===== src/rtl/ddr3_rd_ctrl.sv =====
// DDR3 read-side master: turns a cache rd_start into BURST_LEN MIG read commands
// over a wrapping frame address, forwards returned beats and pulses rd_end.
module ddr3_rd_ctrl #(
  parameter int ADDR_W      = 28,
  parameter int BURST_LEN   = 64,
  parameter int ADDR_STEP   = 8,
  parameter int BASE_ADDR   = 0,
  parameter int FRAME_BEATS = 230400
) (
  input  logic              sclk,
  input  logic              rst_n,
  input  logic              init_calib_complete,
  input  logic              rd_start,
  output logic              cache_wr_en,
  output logic [127:0]      rd_128bit_data,
  output logic              rd_end,
  output logic              app_en,
  output logic [2:0]        app_cmd,
  output logic [ADDR_W-1:0] app_addr,
  input  logic              app_rdy,
  input  logic [127:0]      app_rd_data,
  input  logic              app_rd_data_valid
);

  localparam int CNT_W = $clog2(BURST_LEN) + 1;
  localparam int FR_W  = $clog2(FRAME_BEATS);

  typedef enum logic [1:0] {IDLE, CMD, WAIT_DATA, DONE} state_t;

  state_t            state_q;
  logic              pend_q;
  logic              app_en_q;
  logic [ADDR_W-1:0] app_addr_q;
  logic              cache_wr_en_q;
  logic [127:0]      rd_data_q;
  logic              rd_end_q;
  logic [CNT_W-1:0]  cmd_cnt_q;
  logic [CNT_W-1:0]  dat_cnt_q;
  logic [FR_W-1:0]   fr_cnt_q;
  logic              in_burst;
  logic              beat_in;

  assign in_burst = (state_q == CMD) || (state_q == WAIT_DATA);
  // Beats outside CMD/WAIT_DATA are stale (e.g. after a reset) and are discarded.
  assign beat_in  = in_burst && app_rd_data_valid;

  always_ff @(posedge sclk) begin
    if (!rst_n) begin
      state_q       <= IDLE;
      pend_q        <= 1'b0;
      app_en_q      <= 1'b0;
      app_addr_q    <= ADDR_W'(BASE_ADDR);
      cache_wr_en_q <= 1'b0;
      rd_data_q     <= '0;
      rd_end_q      <= 1'b0;
      cmd_cnt_q     <= '0;
      dat_cnt_q     <= '0;
      fr_cnt_q      <= '0;
    end else begin
      cache_wr_en_q <= beat_in;
      if (beat_in) begin
        rd_data_q <= app_rd_data;
        dat_cnt_q <= dat_cnt_q + CNT_W'(1);
      end
      if (rd_start && (state_q != IDLE)) pend_q <= 1'b1;

      case (state_q)
        IDLE: begin
          if ((rd_start || pend_q) && init_calib_complete) begin
            state_q   <= CMD;
            app_en_q  <= 1'b1;
            pend_q    <= 1'b0;
            cmd_cnt_q <= '0;
            dat_cnt_q <= '0;
          end else if (rd_start) begin
            pend_q <= 1'b1;
          end
        end
        CMD: begin
          if (app_en_q && app_rdy) begin
            cmd_cnt_q <= cmd_cnt_q + CNT_W'(1);
            if (fr_cnt_q == FR_W'(FRAME_BEATS - 1)) begin
              fr_cnt_q   <= '0;
              app_addr_q <= ADDR_W'(BASE_ADDR);
            end else begin
              fr_cnt_q   <= fr_cnt_q + FR_W'(1);
              app_addr_q <= app_addr_q + ADDR_W'(ADDR_STEP);
            end
            if (cmd_cnt_q == CNT_W'(BURST_LEN - 1)) begin
              app_en_q <= 1'b0;
              state_q  <= WAIT_DATA;
            end
          end
        end
        WAIT_DATA: begin
          if (dat_cnt_q == CNT_W'(BURST_LEN)) begin
            state_q  <= DONE;
            rd_end_q <= 1'b1;
          end
        end
        DONE: begin
          rd_end_q <= 1'b0;
          state_q  <= IDLE;
        end
        default: state_q <= IDLE;
      endcase
    end
  end

  assign app_cmd        = 3'b001;
  assign app_en         = app_en_q;
  assign app_addr       = app_addr_q;
  assign cache_wr_en    = cache_wr_en_q;
  assign rd_128bit_data = rd_data_q;
  assign rd_end         = rd_end_q;

endmodule


===== config.mk =====
export PLATFORM = sky130hd
export DESIGN_NAME = ddr3_rd_ctrl
export DESIGN_NICKNAME = d
export VERILOG_FILES = /design/src/rtl/ddr3_rd_ctrl.sv
export SDC_FILE = /design/constraint.sdc
export NUM_CORES = 1
export LEC_CHECK = 0
export BUFFER_PORTS_ARGS = -buffer_cell sky130_fd_sc_hd__clkbuf_2
export CORE_MARGIN = 3
export CORE_UTILIZATION = 44
export DETAILED_ROUTE_END_ITERATION = 6
export PLACE_DENSITY = 0.78
export SYNTH_ARGS = -nofsm -noshare
export SYNTH_HDL_FRONTEND = slang
export SYNTH_SLANG_ARGS = --single-unit
export TNS_END_PERCENT = 1

===== constraint.sdc =====
create_clock -name sclk -period 2 [get_ports sclk]
set_input_delay 0.3 -clock sclk [delete_from_list [all_inputs] [get_ports sclk]]
set_output_delay 0.3 -clock sclk [all_outputs]
set_load 0.005 [all_outputs]

* Word-level counts from Yosys, hierarchy flattened
Index checks and enable logic that the tools add are counted.
Storage, ports and cells: output and inout port bits 162, flip-flop bits (word level) 194, input port bits 134
Cells by class: $add $sub $neg 4, reductions and logical operators 15, muxes and demuxes 23, eq/ne operators 10
Operator list (count):
- two-way mux 7 bit | 5
- adder 28 x 4 -> 28 bit (second input constant) | 1
- two-way mux 28 bit | 1
- adder 18 x 1 -> 18 bit (second input constant) | 1
- equality test 18 bit (second input constant) | 1
- two-way mux 18 bit | 1
- adder 7 x 1 -> 7 bit (second input constant) | 2
- case mux 7 bit (2 select lines) | 1
- two-way mux 1 bit | 8
- two-way mux 2 bit | 4
- case mux 2 bit (4 select lines) | 1
- AND reduction 4 bit | 2
- equality test 7 x 6 -> 1 bit (second input constant) | 1
- equality test 7 bit (second input constant) | 1
- != test 2 x 1 -> 1 bit (second input constant) | 3
- nonzero test 2 bit | 3
- equality test 2 bit (second input constant) | 2
- logical AND 1 bit | 4
- case mux 1 bit (2 select lines) | 2
- AND reduction 2 bit | 2
- AND reduction 3 bit | 1
- equality test 2 x 1 -> 1 bit (second input constant) | 1
- zero test 2 bit | 1
- logical OR 1 bit | 2
- != test 2 bit (second input constant) | 1

* Logic depth before layout (Yosys ltp)
Gate-level depths: netlist of the first run.
word-level depth 6, mapped depth 8, depth with buffers taken out 6

* Least setup slack after synthesis of the first run
No wires, ideal clock.
path kind register -> register, start register state_q[1], end register fr_cnt_q[17], buffers on the path 2, library setup time 0.070 ns, setup slack 0.000 ns, arrival 1.931 ns, period minus slack after synthesis 2.000 ns, stages on the path, launching flop included 9, cells stage by stage dfxtp_1 > inv_1 > ha_1 > buf_2 > nand3_2 > or4_1 > clkbuf_1 > or3_1 > a21oi_1
Between the ends: longest elaborated chain between the ends 2
Ends and longest elaborated chain:
- start: declaration | line 30 | state_t state_q;
- start signal: assignment | line 49 | state_q <= IDLE;
- start signal: assignment | line 70 | state_q <= CMD;
- start signal: assignment | line 91 | state_q <= WAIT_DATA;
- equality test 2 x 1 -> 1 bit | line 67 | case (state_q)
- AND reduction 2 bit (no source line)
- end signal: assignment | line 86 | fr_cnt_q <= fr_cnt_q + FR_W'(1);
- end: declaration | line 39 | logic [FR_W-1:0] fr_cnt_q;
Every way passes these cells. A chain may end at the register's enable or synchronous reset.

* Worst setup path after layout of the first run
Same ends and word-level chain as after synthesis.

==> qor.txt, run 1 <==
worst slack at placement = 0.04760 ns
Post-DRT Antenna Nets = 0
CTS max path bufs = 2
Post-synth EDFFs = 0
RSZ-0062 raised after global routing = false
Crit path max-delay family = simple AND/OR/NAND/NOR gates
DP Area = 9268 um2
CP arrival = 2.25 ns
die height = 135.6 um
Routed WL per cell = 14.91 um
TritonRoute pass-1 iters = 5
clk_lat worst skew = 0.44 ns
CP Class = reg -> reg
antenna violations before repair = 0
GRT Resource Usage Total = 0.2237
Post-Layout Inst Area = 9918 um2
Setup TNS = 0 ns
DRT Wirelength = 21250 um
htree depth = 4
Worst Setup End Kind = flip-flop
final worst setup slack = 0.1185 ns
HP Class = in -> reg
worst-path cell chain = inv_1, ha_1, nand3_4, or4_4, or3_1, a21oi_1
final-report max-slew violation count = 0
Async SR Flop Fraction = 0
Rows = 46
status = finished clean
Cell variety after synth = 49
Root Buffer = clkbuf_16
CP Max Fanout = 5
post-synthesis sequential area ratio = 0.5171
full die area = 18400 um2
Reg2Reg Setup Slack = 0.12 ns
synthesized area = 7395 um2
total power = 0.01146 W
Worst Hold Launch = app_rd_data[58]
Fmax achieved = 0.5315 GHz
setup repair bufs after CTS = 0
Final Hold Fails = 0
synth warn = 0
hpwl dp = 15670 um
vias = 7211
mux share of post-synthesis cell area = 0.004061
clock sinks = 191
CP Launch Type = flip-flop
WP data required = 2.37 ns
Synth Area per Inst = 8.126 um2
FF-to-FF Start = state_q[1]$_SDFFE_PN0P_
Layout Nets = 1339
first-pass GRT wire length = 33040 um
gp weighted congestion = 0.7910
Synth Area in XOR/XNOR = 0.03198
Hold Path Cell Cnt = 3
worst reg-to-reg path cell count = 6
hold endpoint = rd_128bit_data[58]$_SDFFE_PN0P_
Main synth FF type = dfxtp_1
Util after Layout = 0.6133
measured slew at the worst slew-check pin = 0.6272 ns
Peak VDD IR = 0.6339 mV
largest family of logic cells by synthesized area = simple AND/OR/NAND/NOR gates
# port buffers = 289
routed vias/inst = 5.060
leakage power = 4.164 nW
I/O pin total = 296
CP max stage cell = or4_4
PwrDens = 1155 nW/um2
Layout Area Growth over Synthesis = 34.13%
Iter 0 DRT Violations = 330
Final Cycle Share = 0.9407
core footprint = 16170 um2
Synth Register Bits = 191
share of layout cells above drive strength 1 = 0.3077
Slew HR = 0.5774
delay of the slowest cell on the worst path = 0.58 ns
Final Critical Period = 1.881 ns
CTS clk-pin slew, worst paths = 0.08 ns
vias in the first global route = 6719
pin count of the biggest net entering global routing = 69
Syn Inst Count = 910
fillers = 1472
Diodes inserted = 0
R2R Path End = fr_cnt_q[17]$_SDFFE_PN0P_
Synth Area in Simple Gates = 0.2423
adder-cell share of the synthesized area = 0.01523
crit path buf inv count = 1
Setup Skew = 0.01036 ns
Die Wd = 135.6 um
CTS tree = built
CTS Buf Count = 17
Initial Util = 0.4572
final setup vio count = 0
Max-Cap Viols = 0
grt total ovfl = 0
Residual DRC = 0
Compound-Gate Fraction of Synth Area = 0.1452
per-layer routing:
metal,global-route usage,part of all wire,vias to the layer above
met5,0,0,-
met4,0.09742,0.034,0
met3,0.07281,0.077,43
met2,0.3747,0.49,231
met1,0.2626,0.39,3301
li1,-,-,3636
kinds of logic (layout without fill, tap and decap cells):
family / Yosys count / count (layout)
AND/OR/NAND/NOR: 410 / 410
AO/OA/AOI/OAI: 194 / 194
flip-flops: 191 / 191
buffers and inverters: 74 / 369
XOR/XNOR: 27 / 27
adder cells (fa/ha/maj): 9 / 9
multiplexers: 3 / 3
other: 2 / 6
worst max path at each step:
| stage | startpoint | to | slack [ns] | depth (start not counted) |
|---|---|---|---|---|
| after CTS | fr_cnt_q[10]$_SDFFE_PN0P_ | fr_cnt_q[12]$_SDFFE_PN0P_ | 0.01 | 5 |
| final | state_q[1]$_SDFFE_PN0P_ | fr_cnt_q[17]$_SDFFE_PN0P_ | 0.12 | 6 |
| after global routing | state_q[1]$_SDFFE_PN0P_ | fr_cnt_q[17]$_SDFFE_PN0P_ | 0.01 | 6 |
| after global placement | fr_cnt_q[10]$_SDFFE_PN0P_ | fr_cnt_q[17]$_SDFFE_PN0P_ | 0.08 | 5 |
| after floorplan | state_q[1]$_SDFFE_PN0P_ | fr_cnt_q[17]$_SDFFE_PN0P_ | 0.02 | 8 |
| after detailed placement | fr_cnt_q[10]$_SDFFE_PN0P_ | fr_cnt_q[12]$_SDFFE_PN0P_ | 0.05 | 5 |
cell usage after synthesis (2+ instances only):
cell / instances / area [um2]
a21oi_1: 151 / 755.7
a221oi_1: 3 / 26.28
a31o_2: 2 / 17.52
a32o_1: 2 / 20.02
and2_1: 3 / 18.77
and3_1: 4 / 25.02
and4_1: 4 / 35.03
buf_1: 2 / 7.510
buf_2: 3 / 15.01
buf_4: 6 / 45.04
buf_6: 2 / 22.52
clkbuf_1: 49 / 183.9
conb_1: 2 / 7.510
dfxtp_1: 191 / 3824
ha_1: 9 / 112.6
inv_1: 11 / 41.29
mux2i_1: 3 / 30.03
nand2_1: 281 / 1055
nand3_1: 18 / 90.09
nand3b_1: 2 / 15.01
nand4_1: 15 / 93.84
nor2_1: 36 / 135.1
nor3_1: 7 / 35.03
nor4_1: 7 / 43.79
o211ai_1: 2 / 15.01
o21ai_0: 12 / 60.06
o31ai_1: 13 / 97.59
or3_1: 10 / 62.56
or4_1: 15 / 112.6
xnor2_1: 15 / 131.4
xor2_1: 12 / 105.1
layout by cell type (no fill, tap or decap), types with 11 or more instances in the layout:
cell         n
buf_4       26
clkbuf_2   289
nand2_1    280
dfxtp_1    191
a21oi_1    151
xor2_1      12
inv_1       11
nand3_1     18
or4_1       14
o31ai_1     13
xnor2_1     15
clkbuf_16   17
o21ai_0     12
nor2_1      36
nand4_1     15
where the power goes:
group	internal, W	switching, W
sequential	0.00438	0.000299
combinational	0.00129	0.00188
clock	0.00202	0.00160
total	0.00768	0.00378
registers in the layout, indices dropped and copies added (netlist names):
name	count
rd_128bit_data	128
app_addr	25
fr_cnt_q	18
cmd_cnt_q	7
dat_cnt_q	7
state_q	2
app_en	1
cache_wr_en	1
pend_q	1
rd_end	1
worst register-to-register path, stage by stage, from the launching register on:
cell and delay [ns]:
dfxtp_1 0.31, inv_1 0.07, ha_1 0.24, nand3_4 0.12, or4_4 0.58, or3_1 0.36, a21oi_1 0.14
cell type report:
cell class              instances  area [um2]  area share
clock buffers                  17       425.4     0.04289
clock inverters                15       198.9     0.02006
inverters                      12       47.55    0.004794
multi-input cells             649        3311      0.3338
flip-flops and latches        191        3824      0.3855
well taps                     216       270.3     0.02725
repair buffers                325        1842      0.1857
through the flow:
step	std cells	hold WS, ns
after floorplan	914	0.4294
after global placement	1393	0.4410
after detailed placement	1393	0.4454
after CTS	1425	0.05465
after global routing	1425	0.06758
final	1425	0.07372
repair_timing:
action	CTS	global route
endpoints found under the setup margin	0	41
gates resized for setup	0	5
hold endpoints to repair	0	0
hold buffers	0	0
No activity file was read; power rests on OpenSTA's default activity.
==> inputs of run 2 (changes only) <==
==> constraint.sdc (replaced) <==
create_clock -name sclk -period 2 [get_ports sclk]
set_input_delay 0.2 -clock sclk [delete_from_list [all_inputs] [get_ports sclk]]
set_output_delay 0.2 -clock sclk [all_outputs]
set_load 0.005 [all_outputs]
==> run 2 against run 1 <==
Effect of this change: combinational power rose by 8.5%; sequential cell count stayed put; clock power is 6.4% lower; count of clock-buffer cells in the layout increased by 1; critical path depth decreased by 1; critical path type unchanged; largest cell class unchanged.
==> qor.txt, run 2 (same netlist as run 1, synthesis figures left out) <==
CTS clk-pin slew, worst paths = 0.07 ns
clock power share = 0.294
full die area = 18400 um2
Final Cycle Share = 0.9654
Setup Skew = 0.009230 ns
worst reg-to-reg path cell count = 5
Slew HR = 0.5950
met2 WL = 12530 um
Root Buffer = clkbuf_16
Initial Util = 0.4572
Routed WL per cell = 16.83 um
TritonRoute pass-1 iters = 7
R2R Path End = fr_cnt_q[13]$_SDFFE_PN0P_
grt total ovfl = 0
vias in the first global route = 7983
first-pass GRT wire length = 39810 um
Internal = 0.007522 W
CP startpoint = fr_cnt_q[10]$_SDFFE_PN0P_
core footprint = 16170 um2
antenna violations before repair = 1
final-report max-slew violation count = 0
DRT Wirelength = 25930 um
Max-Cap Viols = 0
CP Max Fanout = 9
area occupied by multi-input gates = 3309 um2
final setup vio count = 0
P_sw = 0.004009 W
Final Hold Fails = 0
dpl cells = 1390
Gate power share = 0.297
RSZ-0062 raised after global routing = false
Worst Setup End Kind = flip-flop
Fmax achieved = 0.5179 GHz
CP Class = reg -> reg
die height = 135.6 um
status = finished clean
Min Hold Slack = 0.01739 ns
Layout Area Growth over Synthesis = 48.66%
CP arrival = 2.24 ns
measured slew at the worst slew-check pin = 0.6011 ns
Layout Nets = 1452
FF-to-FF Start = fr_cnt_q[10]$_SDFFE_PN0P_
CTS Buf Count = 17
Max Used Layer = met4
HP Class = in -> reg
Setup TNS = 0 ns
CTS tree = built
Largest register FFs = 128
FF+latch area = 3824 um2
fillers = 1199
switching share of total power = 0.3477
WP data required = 2.31 ns
met1 wire length = 9704 um
PwrDens = 1049 nW/um2
Final Critical Period = 1.931 ns
Critical Path End = fr_cnt_q[13]$_SDFFE_PN0P_
Iter 0 DRT Violations = 498
setup repair bufs after CTS = 0
Residual DRC = 0
Post-Layout Cell Count = 1541
met3 routed WL = 1902 um
CTS max path bufs = 2
GRT Resource Usage Total = 0.2714
gp weighted congestion = 0.7945
hpwl dp = 15380 um
Die Wd = 135.6 um
Sequential Power Share = 0.409
clk_lat worst skew = 0.43 ns
Peak VDD IR = 0.7665 mV
Post-DRT Antenna Nets = 0
most common cell after layout, fill and taps aside = clkbuf_2
# port buffers = 289
CP Launch Type = flip-flop
Rows = 46
share of layout cells above drive strength 1 = 0.2791
I/O pin total = 296
clock sinks = 191
vias = 8177
Reg2Reg Setup Slack = 0.07 ns
leakage power = 4.594 nW
htree depth = 4
pin count of the biggest net entering global routing = 55
most frequent cells in the layout = clkbuf_2 (289), nand2_1 (280), dfxtp_1 (191)
routed vias/inst = 5.306
run 2: how the worst min path moves through the flow:
stage / from / end / slack, ns / depth (start not counted)
after floorplan: rd_start / pend_q$_SDFF_PN0_ / 0.33 / 2
after global placement: app_rd_data[14] / rd_128bit_data[14]$_SDFFE_PN0P_ / 0.42 / 3
after detailed placement: app_rd_data[90] / rd_128bit_data[90]$_SDFFE_PN0P_ / 0.43 / 3
after CTS: app_rd_data[55] / rd_128bit_data[55]$_SDFFE_PN0P_ / 0.0004 / 3
after global routing: app_rd_data[118] / rd_128bit_data[118]$_SDFFE_PN0P_ / 0.01 / 3
final: app_rd_data[118] / rd_128bit_data[118]$_SDFFE_PN0P_ / 0.02 / 3
run 2: stage by stage:
stage / util / cell area, um2 / setup slack, ns / total power (W)
after CTS: 0.6770 / 10950 / 0.006640 / 0.01135
final: 0.6797 / 10990 / 0.06911 / 0.01153
after global placement: 0.5693 / 9208 / 0.06829 / 0.007726
after floorplan: - / 7417 / 0.01888 / 0.006428
after detailed placement: 0.5693 / 9208 / 0.02601 / 0.007794
after global routing: 0.6794 / 10990 / 0.0006528 / 0.01210
run 2: final cells by class:
cell class                      count  share of cell area
Timing Repair Buffer              438              0.2687
Tap cell                          216             0.02458
Antenna cell                        3           0.0006829
Clock inverter                     14             0.01377
Inverter                           12            0.004325
Sequential cell                   191              0.3478
Clock buffer                       18             0.03904
Multi-Input combinational cell    649              0.3010
run 2: per-layer routing:
metal	up-vias	global-route usage
met5	-	0
met4	0	0.1719
met3	117	0.06798
met2	430	0.4522
met1	3776	0.3111
li1	3854	-
run 2: what timing repair did:
item | 4_1_cts | 5_1_grt
hold buffers | 116 | 0
endpoints found under the setup margin | 0 | 45
gates resized for setup | 0 | 8
hold endpoints to repair | 116 | 0
run 2: worst max-delay path, stage by stage (launching register included):
cell	delay, ns
dfxtp_1	0.31
or4_1	0.52
or4_4	0.53
o21ai_4	0.21
buf_4	0.19
a21oi_1	0.05
run 2: power groups by stage:
stage | registers, W | logic (W) | clock network (W)
2_1_floorplan | 0.00479 | 0.00164 | 0
4_1_cts | 0.00467 | 0.00323 | 0.00344
6_report | 0.00471 | 0.00343 | 0.00339
5_1_grt | 0.00477 | 0.00372 | 0.00361
3_5_place_dp | 0.00475 | 0.00304 | 0
3_3_place_gp | 0.00473 | 0.00300 | 0
==> inputs of run 3 (changes only) <==
==> constraint.sdc (replaced) <==
create_clock -name sclk -period 1.63 [get_ports sclk]
set_input_delay 0.163 -clock sclk [delete_from_list [all_inputs] [get_ports sclk]]
set_output_delay 0.163 -clock sclk [all_outputs]
set_load 0.005 [all_outputs]
==> run 3 against run 2 <==
Effect of this change: the run now ends with setup timing left; sequential cell count unchanged; hold slack worse by 0.0097 ns; combinational power is 41% higher; power grew 27%; sequential share of layout area is 2.2 points lower; clock power increased by 20%; non-clock buffer count is 70 higher; highest routed layer unchanged.
==> qor.txt, run 3 (same netlist as run 1, synthesis figures left out) <==
vias in the first global route = 8371
Post-Layout Inst Area = 11750 um2
Final Critical Period = 1.912 ns
clk_lat worst skew = 0.44 ns
Reg2Reg Setup Slack = -0.28 ns
CP arrival = 2.22 ns
Layout Area Growth over Synthesis = 58.87%
pin count of the biggest net entering global routing = 45
status = complete, but fails checks
TritonRoute pass-1 iters = 6
CTS tree = built
most frequent cells in the layout = clkbuf_2 (289), nand2_1 (277), dfxtp_1 (186)
Max-Cap Viols = 0
Slew HR = 0.6070
hpwl dp = 15750 um
Initial Util = 0.4572
clock sinks = 191
first-pass GRT wire length = 41580 um
Iter 0 DRT Violations = 535
Fmax achieved = 0.5230 GHz
CP Class = reg -> reg
I/O pin total = 296
CTS max path bufs = 2
RSZ-0062 raised after global routing = true
gp weighted congestion = 0.8009
grt total ovfl = 0
Residual DRC = 0
Rows = 46
routed vias/inst = 5.349
HP Class = in -> reg
leakage power = 4.961 nW
Peak VDD IR = 0.9040 mV
full die area = 18400 um2
Routed WL per cell = 17.46 um
total power = 0.01470 W
Largest register FFs = 128
DP Area = 9697 um2
# port buffers = 289
CP Max Fanout = 14
CP Launch Type = flip-flop
FF-to-FF Start = fr_cnt_q[13]$_SDFFE_PN0P_
final-report max-slew violation count = 0
most common cell after layout, fill and taps aside = clkbuf_2
Post-DRT Antenna Nets = 0
Worst Setup End Kind = flip-flop
GRT Resource Usage Total = 0.2842
Die Wd = 135.6 um
Setup Skew = 0.01783 ns
measured slew at the worst slew-check pin = 0.5834 ns
core footprint = 16170 um2
Layout Nets = 1522
PwrDens = 1251 nW/um2
Root Buffer = clkbuf_16
antenna violations before repair = 0
Worst Hold Launch = rd_start
die height = 135.6 um
Final Hold Fails = 0
CTS clk-pin slew, worst paths = 0.07 ns
vias = 8622
final setup vio count = 44
WP data required = 1.94 ns
DRT Wirelength = 28140 um
htree depth = 4
CTS Buf Count = 17
share of layout cells above drive strength 1 = 0.3319
Hold Path Cell Cnt = 3
Final Cycle Share = 1.173
final worst setup slack = -0.2820 ns
failing checks = setup timing
hold endpoint = pend_q$_SDFF_PN0_
R2R Path End = fr_cnt_q[16]$_SDFFE_PN0P_
worst reg-to-reg path cell count = 6
[run 3: cell types whose count changed in the layout (fill, tap and decap cells not counted), moves of 7 or more]
cell           before  now
a21oi_1           151  131
dlygate4sd3_1     116  126
buf_4              25   77
a21oi_2             0   20
buf_12              6   13
[run 3: worst max-delay path by stage]
stage                     slack, ns  cells past startpoint                 startpoint                        end
final                         -0.28                      6  fr_cnt_q[13]$_SDFFE_PN0P_  fr_cnt_q[16]$_SDFFE_PN0P_
after global routing          -0.31                      6  fr_cnt_q[13]$_SDFFE_PN0P_  fr_cnt_q[14]$_SDFFE_PN0P_
after CTS                     -0.27                      5  fr_cnt_q[13]$_SDFFE_PN0P_  fr_cnt_q[10]$_SDFFE_PN0P_
after detailed placement      -0.29                      5  fr_cnt_q[13]$_SDFFE_PN0P_  app_addr[22]$_SDFFE_PN0P_
after global placement        -0.26                      5  fr_cnt_q[13]$_SDFFE_PN0P_  app_addr[19]$_SDFFE_PN0P_
after floorplan               -0.22                      6  fr_cnt_q[13]$_SDFFE_PN0P_  fr_cnt_q[10]$_SDFFE_PN0P_
[run 3: repair_timing]
action | in CTS | in global routing
gates cloned | 0 | 3
hold buffers | 126 | 0
setup endpoints to repair | 64 | 143
setup buffers | 0 | 1
gates resized for setup | 7 | 33
pin swaps | 1 | 3
endpoints found under the hold margin | 126 | 0
[run 3: critical path, stage by stage, from the launching register on]
cell and delay, ns:
dfxtp_2 0.32, or4_1 0.52, or4_4 0.47, o21ai_4 0.16
buf_12 0.14, buf_12 0.14, a21oi_1 0.05
[run 3: power breakdown]
part / internal, W / switching (W) / total [W]
registers: 0.00538 / 0.000437 / 0.00581
logic: 0.00208 / 0.00274 / 0.00482
clock network: 0.00205 / 0.00201 / 0.00406
total: 0.00951 / 0.00518 / 0.0147
[run 3: final cells by class]
type,count,area (um2)
Fill cell,1149,4425
Sequential cell,191,3830
Timing Repair Buffer,508,3593
Multi-Input combinational cell,649,3436
Clock buffer,18,439.2
Tap cell,216,270.3
Clock inverter,14,121.4
Inverter,12,47.55
Antenna cell,4,10.01
[run 3: stage by stage]
step	utilization	hold WS, ns	TNS [ns]	cells	worst slack, ns
6_report	0.7264	0.007690	-11.04	1612	-0.2820
5_1_grt	0.7257	0.009591	-13.55	1608	-0.3109
4_1_cts	0.7149	0.001895	-10.30	1604	-0.2690
3_5_place_dp	0.5996	0.3901	-11.03	1446	-0.2882
3_3_place_gp	0.5996	0.3858	-9.854	1446	-0.2574
2_1_floorplan	-	0.2924	-21.37	914	-0.2158
[run 3: per-layer routing]
layer  track usage  routed length (um)  vias to the layer above
met5             0                   0                        -
met4        0.1937                2102                        0
met3       0.07727                2239                      161
met2        0.4881               13890                      483
met1        0.3039                9906                     3977
li1              -                   -                     4001
